==> src/rtl/fifo_ctrl.sv <==
// Pointer, occupancy and flag controller for the latch-based FIFO storage array.
// Drives row strobes/addresses into the bank; holds no data itself.
module fifo_ctrl #(
    parameter int unsigned DEPTH    = 8,
    parameter int unsigned ADDR_W   = 3,
    parameter int unsigned AF_LEVEL = 6,
    parameter int unsigned AE_LEVEL = 2
) (
    input  logic              clk,
    input  logic              rst,
    input  logic              clr,
    input  logic              wr_en,
    input  logic              rd_en,
    output logic              wr_strobe,
    output logic [ADDR_W-1:0] wr_addr,
    output logic [ADDR_W-1:0] rd_addr,
    output logic              rd_strobe,
    output logic              full,
    output logic              empty,
    output logic              almost_full,
    output logic              almost_empty,
    output logic [ADDR_W:0]   count,
    output logic              overflow,
    output logic              underflow
);

    localparam int unsigned CW = ADDR_W + 1;

    logic [CW-1:0] wr_ptr_q, wr_ptr_d;
    logic [CW-1:0] rd_ptr_q, rd_ptr_d;
    logic [CW-1:0] count_q, count_d;
    logic          full_q, full_d;
    logic          empty_q, empty_d;
    logic          af_q, af_d;
    logic          ae_q, ae_d;
    logic          ovf_q, ovf_d;
    logic          udf_q, udf_d;
    logic          wr_acc, rd_acc;

    // Full and empty are exclusive, so a simultaneous accept leaves count unchanged.
    always_comb begin
        wr_acc   = wr_en & ~full_q & ~clr;
        rd_acc   = rd_en & ~empty_q & ~clr;
        wr_ptr_d = wr_ptr_q;
        rd_ptr_d = rd_ptr_q;
        count_d  = count_q;
        ovf_d    = wr_en & full_q & ~clr;
        udf_d    = rd_en & empty_q & ~clr;
        if (clr) begin
            wr_ptr_d = '0;
            rd_ptr_d = '0;
            count_d  = '0;
        end else begin
            wr_ptr_d = wr_ptr_q + CW'(wr_acc);
            rd_ptr_d = rd_ptr_q + CW'(rd_acc);
            count_d  = count_q + CW'(wr_acc) - CW'(rd_acc);
        end
        full_d  = (count_d == CW'(DEPTH));
        empty_d = (count_d == '0);
        af_d    = (count_d >= CW'(AF_LEVEL));
        ae_d    = (count_d <= CW'(AE_LEVEL));
    end

    always_ff @(posedge clk or posedge rst) begin
        if (rst) begin
            wr_ptr_q <= '0;
            rd_ptr_q <= '0;
            count_q  <= '0;
            full_q   <= 1'b0;
            empty_q  <= 1'b1;
            af_q     <= 1'b0;
            ae_q     <= 1'b1;
            ovf_q    <= 1'b0;
            udf_q    <= 1'b0;
        end else begin
            wr_ptr_q <= wr_ptr_d;
            rd_ptr_q <= rd_ptr_d;
            count_q  <= count_d;
            full_q   <= full_d;
            empty_q  <= empty_d;
            af_q     <= af_d;
            ae_q     <= ae_d;
            ovf_q    <= ovf_d;
            udf_q    <= udf_d;
        end
    end

    // Strobes are also masked while rst is held so no row is touched during reset.
    assign wr_strobe    = wr_acc & ~rst;
    assign rd_strobe    = rd_acc & ~rst;
    assign wr_addr      = wr_ptr_q[ADDR_W-1:0];
    assign rd_addr      = rd_ptr_q[ADDR_W-1:0];
    assign full         = full_q;
    assign empty        = empty_q;
    assign almost_full  = af_q;
    assign almost_empty = ae_q;
    assign count        = count_q;
    assign overflow     = ovf_q;
    assign underflow    = udf_q;

endmodule

==> config.mk <==
export PLATFORM = sky130hd
export DESIGN_NAME = fifo_ctrl
export DESIGN_NICKNAME = d
export VERILOG_FILES = /design/src/rtl/fifo_ctrl.sv
export SDC_FILE = /design/constraint.sdc
export NUM_CORES = 1
export LEC_CHECK = 0
export CAP_MARGIN = 20
export CORE_MARGIN = 2
export CORE_UTILIZATION = 40
export DETAILED_ROUTE_END_ITERATION = 7
export GPL_TIMING_DRIVEN = 0
export MAX_ROUTING_LAYER = met4
export PLACE_DENSITY = 0.76
export SYNTH_ARGS = -nofsm -noshare
export SYNTH_HDL_FRONTEND = slang
export SYNTH_SLANG_ARGS = --single-unit
==> constraint.sdc <==
create_clock -name clk -period 3.4 [get_ports clk]
set_input_delay 0.34 -clock clk [delete_from_list [all_inputs] [get_ports clk]]
set_output_delay 0.34 -clock clk [all_outputs]
set_load 0.01 [all_outputs]
==> summary.txt, run 1 <==
Floorplanning
  • # IOs: 23
  • Initial Util: roughly 44%
  • Die ar.: 2290 sq um
  • Core Area: between 1500 and 2000 sq um
  • Die Width: between 40 and 50 um
  • Rows: 15
  • Die height: between 40 and 50 um

Detailed routing
  • Drt initial violations: 5
  • Drt via density: between 4 and 5
  • Routed WL: ~1400 um
  • DRC Markers: 0
  • Routed len/inst: between 10 and 15 um
  • Drt first pass iters: 3
  • DRT antenna net count: 0
  • DR vias: around 550

Global routing
  • GR Overflow Total: 0
  • Initial antenna violation count: 0
  • First-pass GRT wire length: between 2000 and 2500 um
  • Number of global-route vias before repair: 552
  • Largest net degree at the start of global routing: 18
  • Overall Global Routing Usage: 17.1%

Worst setup path
  • Crit path from: clr
  • CP Max Fanout: 10
  • Crit-path cells: clkdlybuf4s50_1 -> buf_2 -> buf_1 -> nor2_1 -> ha_1 -> fa_1 -> xnor2_1 -> nand2b_1 -> a21oi_1
  • Top delay family on crit path: buffers and inverters
  • Startpoint Class: input port
  • Worst path max stage delay: around 0.48 ns
  • CP Data Arrival Time: about 2.7 ns
  • Path type of the worst setup path: in -> reg
  • Bufs and invs on worst path: 3
  • FF-to-FF setup slack: roughly 1.3 ns
  • Required @ worst endpoint: between 3 and 4 ns
  • Slowest cell on the critical path: clkdlybuf4s50_1
  • Crit. End Element: flip-flop
  • Reg2reg start: empty$_DFF_PP1_

Synthesis
  • Synth Net Count: 79
  • Area share of the largest cell type after synthesis: approximately 46%
  • Mapped Avg Cell Area: around 12 sq um
  • Netlist cell types: 24
  • Sequential share of the synthesized area: between 50 and 60%
  • Synth area leaders: dfrtp_1 46%, ha_1 11%, dfstp_2 6.8%, nor2b_1 5.7%, xnor2_1 4.6%
  • Area leader, netlist: dfrtp_1
  • Area of the mapped netlist: 768 sq um
  • Post-Syn Instances: 66
  • Register bit total from synthesis: 16
  • Yosys warns: 0

CTS
  • Number of buffers created by CTS: 3
  • Clock Latency Late Sink: approximately 0.29 ns
  • Clk sinks: 16
  • Post-CTS Resized: 0
  • Clk pin slew, worst setup/hold paths: 0.09 ns
  • Clock Path Buffers: 2
  • Post-CTS setup buffer count: 0
  • TritonCTS clock tree: done
  • Clk root buf: clkbuf_4
  • CTS Hold Bufs: 0
  • # H-tree levels: 1

Timing
  • Period utilization: between 70% and 80%
  • Slew Limit Fails: 0
  • Worst-Margin Slew: about 0.60 ns
  • Fmax: 388 MHz
  • Min Tclk post-route: around 2.6 ns
  • Final Hold Viols: 0
  • RSZ-0062 raised after global routing: no
  • Final Skew: approximately 0.0029 ns
  • Worst slew margin: roughly 60%
  • Setup TNS: 0 ns
  • Final setup fails: 0

Placement
  • Dpl cells: 113
  • HPWL after DPL: between 1000 and 1500 um
  • Gpl congestion: 0.782
  • Port Buffers: 22

Layout
  • Multi-input logic area: about 340 sq um
  • Reg area: roughly 400 sq um
  • Final std cells w/o fill: about 120
  • Post-layout net count: about 110
  • Area Growth Syn to Fin: 37.5%
  • Share of cells above drive strength 1: 9.78%
  • Filler cells: about 170
  • N_diodes: 0

Power
  • Internal power: 482 uW
  • Psw: between 200 and 300 uW
  • Comb pwr share: roughly 47%
  • PD cells: 698 nW/um^2
  • Clk pwr share: 16.6%
  • Worst VDD drop: around 0.36 mV
  • Sw frac: between 30 and 40%
  • Leak pwr: roughly 0.0005 uW
  • Seq pwr share: between 30% and 40%

Job
  • Max-Cap Viols: 0

Hold path
  • Hold Path Class: in -> async

Outcome
  • Run status: complete, no violations
-- metrics by stage --
step	instance area (sq um)	setup WS (ns)	hold WS [ns]	utilization (%)	total power, uW
2_1_floorplan	768	1.35	0.257	-	485
3_3_place_gp	1020	0.532	0.526	57.8	605
3_5_place_dp	1020	0.531	0.540	57.8	620
4_1_cts	1060	0.836	0.462	59.9	745
5_1_grt	1060	0.675	0.517	59.9	801
6_report	1060	0.825	0.442	59.9	737
-- worst reg2reg max path, stage by stage, from the launching register on --
cell and delay (ns):
dfstp_2 0.56, nor2b_1 0.06, xnor2_1 0.13, nor2_1 0.06, ha_1 0.22, fa_1 0.38
xnor2_1 0.39, nand2b_1 0.17, a21oi_1 0.06
-- flip-flops by register name, indices dropped and copies added, names as in the netlist --
register	cells
empty	1
full	1
count	4
overflow	1
wr_ptr_q	3
almost_empty	1
rd_ptr_q	3
almost_full	1
underflow	1
-- synth_stat cells --
library cell,n
xor2_1,1
xnor2_2,1
buf_1,1
nor3b_1,2
nand2_1,2
and2_1,1
a21oi_1,1
a21o_1,1
a21oi_2,1
ha_1,7
dfrtp_1,14
nor4_1,1
and3b_1,1
nor2b_1,7
nand2b_1,1
dfstp_2,2
fa_1,1
nor3_1,2
inv_1,4
a31o_1,2
xnor2_1,4
o21ai_0,1
nor2_1,7
buf_2,1
-- power by group through the flow --
stage	clock, uW	combinational [uW]	sequential (uW)
floorplan	0	199	286
global placement	0	337	267
detailed placement	0	351	270
CTS	128	352	266
global route	138	391	272
finish	122	349	265
-- final timing paths --
check / to / cells after the start
max in group asynchronous: count[2]$_DFF_PP0_ / 2
max: almost_full$_DFF_PP0_ / 9
max reg2reg: almost_full$_DFF_PP0_ / 8
min in group clk: rd_ptr_q[2]$_DFF_PP0_ / 2
min: rd_ptr_q[0]$_DFF_PP0_ / 2
min reg2reg: rd_ptr_q[2]$_DFF_PP0_ / 2
-- final cells by class --
type / count / share of cell area [%]
sequential: 16 / 38.2
buffer: 2 / 0.829
timing repair buffer: 22 / 20.9
clock buffer: 4 / 3.44
tap: 25 / 2.96
inverter: 4 / 1.42
multi-input combinational: 44 / 32.3
-- placed cells by master (no fill, tap or decap), drive strengths merged, types with 4 or more instances in the layout --
cell type      instances
xnor2                  5
inv                    4
clkbuf                 4
dfrtp                 14
nor2                   7
ha                     7
clkdlybuf4s50         22
nor2b                  7
-- cell families (layout without fill, tap and decap cells) --
group                    after synthesis  in the layout  synth area share, %
AND/OR/NAND/NOR                       24             24                 16.9
adder cells (fa/ha/maj)                8              8                 14.0
flip-flops                            16             16                 52.4
AO/OA/AOI/OAI                          6              6                 5.70
buffers and inverters                  6             32                 3.09
XOR/XNOR                               6              6                 7.82
-- metal layers --
layer / GRT usage [%] / up-vias / share of wire (%)
met2: 27.2 / 12 / 52
li1: - / 270 / -
met5: - / - / 0
met3: 4.53 / 4 / 4.6
met1: 20.1 / 267 / 41
met4: 8.11 / 0 / 2.1
Power figures use the tool's default switching activity.
==> run 2: changes to the inputs <==
clock period = 2.6 ns   (was 3.4 ns; I/O delays follow)
==> summary.txt, run 2 (synthesized netlist as in run 1, its figures left out) <==
CTS
  • # H-tree levels: 1
  • Post-CTS setup buffer count: 0
  • Clk sinks: 16
  • Clk pin slew, worst setup/hold paths: ~0.090 ns
  • Clock Latency Late Sink: ~0.29 ns
  • Clk root buf: clkbuf_4
  • Number of buffers created by CTS: 3
  • Post-CTS Resized: 0
  • Clock Path Buffers: 2
  • CTS Hold Bufs: 0
  • TritonCTS clock tree: done

Floorplanning
  • Rows: 15
  • Core Area: around 1800 sq um
  • Die height: around 48 um
  • # IOs: 23
  • Initial Util: between 40 and 50%
  • Die Width: about 48 um
  • Die ar.: 2290 sq um

Timing
  • Period utilization: roughly nine tenths
  • Worst slew margin: ~60%
  • Setup TNS: 0 ns
  • Final setup fails: 0
  • Min Tclk post-route: between 2 and 2.5 ns
  • Worst-Margin Slew: about 0.60 ns
  • Slew Limit Fails: 0
  • Final Hold Viols: 0
  • Final worst slack: about 0.27 ns
  • Final Skew: 0.00315 ns
  • Fmax: between 400 and 500 MHz
  • RSZ-0062 raised after global routing: no

Detailed routing
  • DRT antenna net count: 0
  • DRC Markers: 0
  • Routed WL: 1410 um
  • DR vias: around 550
  • Drt initial violations: 5
  • Drt via density: around 4.7
  • Drt first pass iters: 3
  • Routed len/inst: 12.0 um

Power
  • PD cells: around 900 nW/um^2
  • Worst VDD drop: 0.475 mV
  • Leak pwr: about 0.00049 uW
  • Total power: slightly below 1000 uW

Global routing
  • Overall Global Routing Usage: around 17%
  • Number of global-route vias before repair: between 500 and 600
  • Initial antenna violation count: 0
  • First-pass GRT wire length: between 2000 and 2500 um
  • GR Overflow Total: 0
  • Largest net degree at the start of global routing: 18

Worst setup path
  • Slowest cell on the critical path: clkdlybuf4s50_1
  • Startpoint Class: input port
  • Path type of the worst setup path: in -> reg
  • Bufs and invs on worst path: 3
  • Crit-path cells: clkdlybuf4s50_1 -> buf_2 -> clkbuf_2 -> nor2_1 -> ha_1 -> fa_1 -> xnor2_1 -> nand2b_1 -> a21oi_1
  • Worst path max stage delay: 0.48 ns
  • Top delay family on crit path: buffers and inverters
  • Crit. End Element: flip-flop
  • CP Max Fanout: 10
  • Required @ worst endpoint: roughly 2.8 ns
  • CP Data Arrival Time: ~2.5 ns

Placement
  • Port Buffers: 22
  • Dpl cells: between 100 and 150
  • Gpl congestion: ~0.78
  • Dpl ws: -0.189 ns
  • HPWL after DPL: 1100 um

Job
  • Max-Cap Viols: 0

Layout
  • Final design utilization: between 50% and 60%
  • Filler cells: 166
  • Commonest non-fill, non-tap cell in the layout: clkdlybuf4s50_1
  • Max reg flops: 4
  • Area Growth Syn to Fin: 37.6%
  • Share of cells above drive strength 1: a little over a tenth
  • Most frequent cells in the layout: 22 x clkdlybuf4s50_1, 14 x dfrtp_1, 7 x nor2b_1, 7 x nor2_1, 7 x ha_1
  • Post-layout net count: around 110
  • Final std cells w/o fill: 117
  • N_diodes: 0

Hold path
  • Hold Path Class: in -> async

Outcome
  • Run status: complete, no violations
-- run 2: changes by cell type in the layout (fill, tap and decap cells not counted) --
| cell | change |
|---|---|
| buf_1 | -1 |
| clkbuf_2 | +1 |
-- run 2: final timing paths --
kind	from	to	slack [ns]	cells after the start
max	clr	almost_full$_DFF_PP0_	0.27	9
min	rst	rd_ptr_q[0]$_DFF_PP0_	0.36	2
max reg2reg	empty$_DFF_PP1_	almost_full$_DFF_PP0_	0.48	8
min reg2reg	rd_ptr_q[2]$_DFF_PP0_	rd_ptr_q[2]$_DFF_PP0_	0.55	2
max in group asynchronous	rst	count[3]$_DFF_PP0_	1.85	2
min in group clk	rd_ptr_q[2]$_DFF_PP0_	rd_ptr_q[2]$_DFF_PP0_	0.55	2
-- run 2: where the power goes --
group	total [uW]	switching [uW]	internal [uW]
sequential	347	33.9	313
clock	160	74.7	85.3
combinational	457	224	233
total	964	333	631
-- run 2: cell type report --
class                           count  area [sq um]  area share [%]
Buffer                              2          10.0           0.947
Clock buffer                        4          36.3            3.43
Inverter                            4          15.0            1.42
Multi-Input combinational cell     44           342            32.3
Sequential cell                    16           403            38.1
Tap cell                           25          31.3            2.96
Timing Repair Buffer               22           220            20.8
-- run 2: stage by stage --
stage / instance area (sq um) / hold slack, ns
global route: 1060 / 0.437
detailed placement: 1020 / 0.540
finish: 1060 / 0.361
CTS: 1060 / 0.382
floorplan: 768 / 0.177
global placement: 1020 / 0.526
-- run 2: worst reg2reg max path, cell delays in order, from the launching register on --
cell,delay (ns)
dfstp_2,0.56
nor2b_1,0.06
xnor2_1,0.13
nor2_1,0.06
ha_1,0.21
fa_1,0.38
xnor2_1,0.39
nand2b_1,0.17
a21oi_1,0.06
-- run 2: metal layers --
metal  GRT usage (%)  up-vias  routed length, um
li1                -      270                  -
met1            20.1      267                584
met2            27.2       12                728
met3            4.53        4                 65
met4            8.11        0                 29
met5               -        -                  0
==> RTL change 1 (settings of run 2) <==
`ADDR_W`: 3 -> 4.
--- a/src/rtl/fifo_ctrl.sv
+++ b/src/rtl/fifo_ctrl.sv
@@ -2,7 +2,7 @@
 // Drives row strobes/addresses into the bank; holds no data itself.
 module fifo_ctrl #(
     parameter int unsigned DEPTH    = 8,
-    parameter int unsigned ADDR_W   = 3,
+    parameter int unsigned ADDR_W   = 4,
     parameter int unsigned AF_LEVEL = 6,
     parameter int unsigned AE_LEVEL = 2
 ) (
Ports: changed (resized count, rd_addr and wr_addr); port bits go from 23 to 26. No check against the original RTL was run, so the function may have changed too.
==> RTL change 1 against run 2 <==
Critical path type unchanged. Area after synthesis up 22%. Total power is 27% higher. Worst setup slack worse by 0.099 ns. Synthesized cell count rose by 27%. Global-route usage decreased by 1.4 points. Highest routed layer unchanged. Largest cell class unchanged. Largest power group unchanged. Non-clock buffer count increased by 3. Final area rose by 22%. Clock power fell by 3%. Sequential cell count increased by 3. Wire length increased by 22%. Utilization shrank 1.8 points. Count of clock-buffer cells in the layout shrank 1.
==> RTL change 1: results (changes against run 2) <==
Detailed routing
  – Wire length on met1: 798 µm (+37%)
  – Metal2 WL: 805 µm (+11%)
  – DR WL met3: 69 µm (+6.2%)
  – DR WL/cell: 12.1 µm (+0.84%)
  – 1st-pass router iterations: 4 (+1)
  – Via count: 679 (+23%)
  – Initial detailed-routing violation count: 6 (+1)

Critical path
  – Cell family with most CP delay: simple AND/OR/NAND/NOR gates
  – RR Endpoint: full$_DFF_PP0_
  – Worst R2R Path Depth: 11 (+3)
  – Crit Path Max Fanout: 5 (-5)
  – Worst reg2reg startpoint: full$_DFF_PP0_
  – CP Data Arrival Time: 2.66 ns (+0.16 ns)
  – Crit path capture: full$_DFF_PP0_
  – Flop-to-flop setup slack: 0.18 ns (-0.30 ns)
  – CP startpoint: rd_en
  – Slowest CP cell: clkdlybuf4s50_1

Place
  – I/O Buffers: 25 (+14%)
  – Final GP Congestion: 0.787 (+0.65%)
  – Hpwl dp: 1300 µm (+19%)
  – Area post-placement: 1220 µm² (+20%)
  – Post-Place Setup Slack: -0.461 ns (-0.273 ns)

GRT
  – Met1 usage: 20.2% (+0.12 points)
  – GRT Util Overall: 15.7% (-1.4 points)
  – Total grt overflow: 0 (unchanged)
  – First-pass GRT wire length: 3020 µm (+21%)
  – Met2 track demand over resource: 24.6% (-2.6 points)
  – GRT met3 Usage: 2.86% (-1.7 points)
  – Largest net degree at the start of global routing: 20 (+2)

STA
  – Skew final: 0.00186 ns (-0.00129 ns)
  – Fmax achieved: 0.411 GHz (-4.1%)
  – Slew headroom: 54.3% (-5.9 points)

Synthesis
  – Synth unique cells: 23 (-4.2%)
  – Largest family of logic cells by synthesized area: simple AND/OR/NAND/NOR gates
  – Synth Area in Compound Gates: 5.60% (-0.10 points)
  – Syn_nets: 98 (+24%)
  – Seq/Total Area, Yosys: 50.9% (-1.5 points)
  – Ys async rst share: 100% (unchanged)
  – Commonest cells post-synth: dfrtp_1 (17), nor2_1 (12), ha_1 (8), inv_1 (8), nor2b_1 (6)
  – Synth area leaders: dfrtp_1 (45%), ha_1 (11%), dfstp_2 (5.6%)
  – Synth Area in Adders: 12.8% (-1.2 points)
  – Xor/xnor cell area share of the yosys netlist: 8.27% (+0.45 points)

Clock tree
  – Clk slew on worst S/H paths: 0.11 ns (+0.02 ns)
  – Clk_lat worst skew: 0.31 ns (+0.02 ns)
  – H-tree levels: 1 (unchanged)
  – CTS Buf Count: 3 (unchanged)
  – # resized after CTS: 4 (+4)

Finish
  – Fillers: 201 (+21%)
  – Nets@finish: 128 (+21%)
  – Antenna cells: 0 (unchanged)
  – Max reg flops: 5 (+1)
  – Share of layout cells above drive strength 1: 15.9% (+5.1 points)

Pwr
  – Switching Share: 37.8% (+3.3 points)
  – Leakage dissipation: 0.620 nW (+27%)
  – Peak VDD IR: 0.565 mV (+19%)

Status
  – Status: completed
[RTL change 1: layout make-up]
type	count	area [µm²]	area share, %
Clock inverter	1	5.00	0.389
Buffer	2	7.51	0.584
Inverter	8	30.0	2.33
Timing Repair Buffer	25	253	19.6
Clock buffer	3	22.5	1.75
Sequential cell	19	478	37.2
Multi-Input combinational cell	55	455	35.4
Tap cell	28	35.0	2.72
[RTL change 1: power groups by stage]
stage                     registers, mW  clock network [mW]  logic [mW]
after floorplan                   0.438                   0       0.358
after global placement            0.410                   0       0.570
after detailed placement          0.411                   0       0.585
after CTS                         0.407               0.160       0.631
after global routing              0.415               0.174       0.733
final                             0.406               0.156       0.660
[RTL change 1: per-stage QoR]
stage	std cells	setup TNS, ns	util [%]	hold slack [ns]
after floorplan	84	0	-	0.210
after global routing	141	-0.0167	58.1	0.477
after global placement	137	-1.70	55.3	0.521
after CTS	141	0	57.3	0.427
after detailed placement	137	-2.05	55.3	0.532
final	141	0	58.1	0.401
==> RTL change 2 (settings of run 2) <==
Made on the original files. The output `overflow` loses its register stage (`ovf_q` becomes a continuous assignment).
--- a/src/rtl/fifo_ctrl.sv
+++ b/src/rtl/fifo_ctrl.sv
@@ -70,7 +70,6 @@
             empty_q  <= 1'b1;
             af_q     <= 1'b0;
             ae_q     <= 1'b1;
-            ovf_q    <= 1'b0;
             udf_q    <= 1'b0;
         end else begin
             wr_ptr_q <= wr_ptr_d;
@@ -80,10 +79,11 @@
             empty_q  <= empty_d;
             af_q     <= af_d;
             ae_q     <= ae_d;
-            ovf_q    <= ovf_d;
             udf_q    <= udf_d;
         end
     end
+
+    assign ovf_q = ovf_d;
 
     // Strobes are also masked while rst is held so no row is touched during reset.
     assign wr_strobe    = wr_acc & ~rst;
Formal check against the unedited RTL: not equivalent (a bounded check fails within 10 cycles, from zero or initial values and one cycle with rst high).
==> RTL change 2 against run 2 <==
Critical endpoint unchanged. Wire length is 2.6% lower. Non-clock buffer count stayed put. Total power down 4.8%. Area after synthesis down 3.3%. Worst setup slack got worse by 0.050 ns. Via count shrank 0.54%. Final area fell by 3.3%. Sequential share of layout area shrank 1.1 points. Sequential cell count decreased by 1.
==> RTL change 2: results (changes against run 2) <==
Place
  – Post-Place Setup Slack: -0.263 ns (-0.0741 ns)
  – Area post-placement: 995 µm² (-2.5%)
  – Hpwl dp: 1030 µm (-5.8%)
  – Final GP Congestion: 0.754 (-3.6%)
  – Placed cell count: 112 (-0.88%)

Critical path
  – Max incr delay on CP: 0.48 ns (about the same)
  – Slowest CP cell: clkdlybuf4s50_1
  – CP Data Arrival Time: 2.55 ns (+0.05 ns)

Synthesis
  – Seq/Total Area, Yosys: 50.8% (-1.6 points)
  – Synth Area in Compound Gates: 5.89% (+0.19 points)
  – Synth unique cells: 24 (unchanged)
  – Post-Syn Area: 743 µm² (-3.3%)
  – Dominant synthesized flop cell: dfrtp_1
  – Mux contribution to synthesized area: 0% (unchanged)
  – Synth area leaders: dfrtp_1 (44%), ha_1 (12%), dfstp_2 (7.1%)
  – Syn. warnings: 0 (unchanged)
  – Commonest cells post-synth: dfrtp_1 (13), ha_1 (7), nor2_1 (7), nor2b_1 (7)
  – Synth Area in Adders: 14.5% (+0.47 points)
  – Mean post-synth cell area: 11.4 µm² (-1.8%)
  – Syn_nets: 78 (-1.3%)
  – Xor/xnor cell area share of the yosys netlist: 8.08% (+0.26 points)

Clock tree
  – H-tree levels: 1 (unchanged)
  – Setup bufs post-CTS: 0 (unchanged)
  – Clk_lat worst skew: about 0.28 ns
  – CTS Buf Count: 3 (unchanged)
  – Maximum root-to-sink buffer count: 2 (unchanged)
  – CTS Root Buffer Type: clkbuf_4

GRT
  – Largest net degree at the start of global routing: 17 (-1)
  – GRT Util Overall: 15.9% (-1.2 points)
  – First-pass GRT wire length: 2190 µm (-12%)
  – Vias in the first global route: 510 (-7.6%)

Finish
  – Post-layout util: 58.6% (-1.4 points)
  – Share of layout cells above drive strength 1: 9.89% (-0.98 points)
  – Non-CTS buffers: 24 (unchanged)
  – Layout Cells excl Fill: 116 (-0.85%)
  – # clk buffers: 4 (unchanged)
  – Fraction of area in clock buffers and inverters: 2.57% (-0.86 points)
  – Seq. cell area: 378 µm² (-6.2%)
  – Fraction of area in non-clock buffers: 22.5% (+0.75 points)
  – Seq_cells: 15 (-1)

Pwr
  – Clock share of power: 14.7% (-1.9 points)
  – Internal: 0.589 mW (-6.7%)
  – Leakage dissipation: 0.469 nW (-4.1%)
  – Peak VDD IR: 0.560 mV (+18%)
  – P_sw: 0.329 mW (-1.2%)

STA
  – Skew final: 0.000809 ns (-0.00234 ns)
  – Slew headroom: 61.9% (+1.7 points)

Detailed routing
  – Final Routed Wirelength: 1370 µm (-2.6%)
  – Via density: 4.74 (+0.31%)
  – Initial detailed-routing violation count: 3 (-2)
  – 1st-pass router iterations: 4 (+1)

Status
  – Status: completed
RTL change 2: cell types whose count changed in the layout (fill, tap and decap cells not counted):
cell and change:
clkbuf_1 +1, clkbuf_8 -1, dfrtp_1 -1
RTL change 2: worst paths after layout:
path	startpoint	end	slack [ns]	cells past startpoint
worst max-delay path	clr	almost_full$_DFF_PP0_	0.22	9
max in group asynchronous	rst	almost_empty$_DFF_PP1_	1.87	2
worst min register to register	wr_ptr_q[2]$_DFF_PP0_	wr_ptr_q[2]$_DFF_PP0_	0.54	2
worst max register to register	empty$_DFF_PP1_	almost_full$_DFF_PP0_	0.44	8
min in group clk	wr_ptr_q[2]$_DFF_PP0_	wr_ptr_q[2]$_DFF_PP0_	0.54	2
worst min-delay path	rst	wr_ptr_q[1]$_DFF_PP0_	0.36	2
RTL change 2: routing by layer:
metal | part of all wire [%] | wire length, µm | GRT usage, %
met1 | 44 | 608 | 17.7
met2 | 49 | 674 | 24.1
met3 | 2.9 | 40 | 4.62
met4 | 3.4 | 47 | 11.7
met5 | 0 | 0 | -
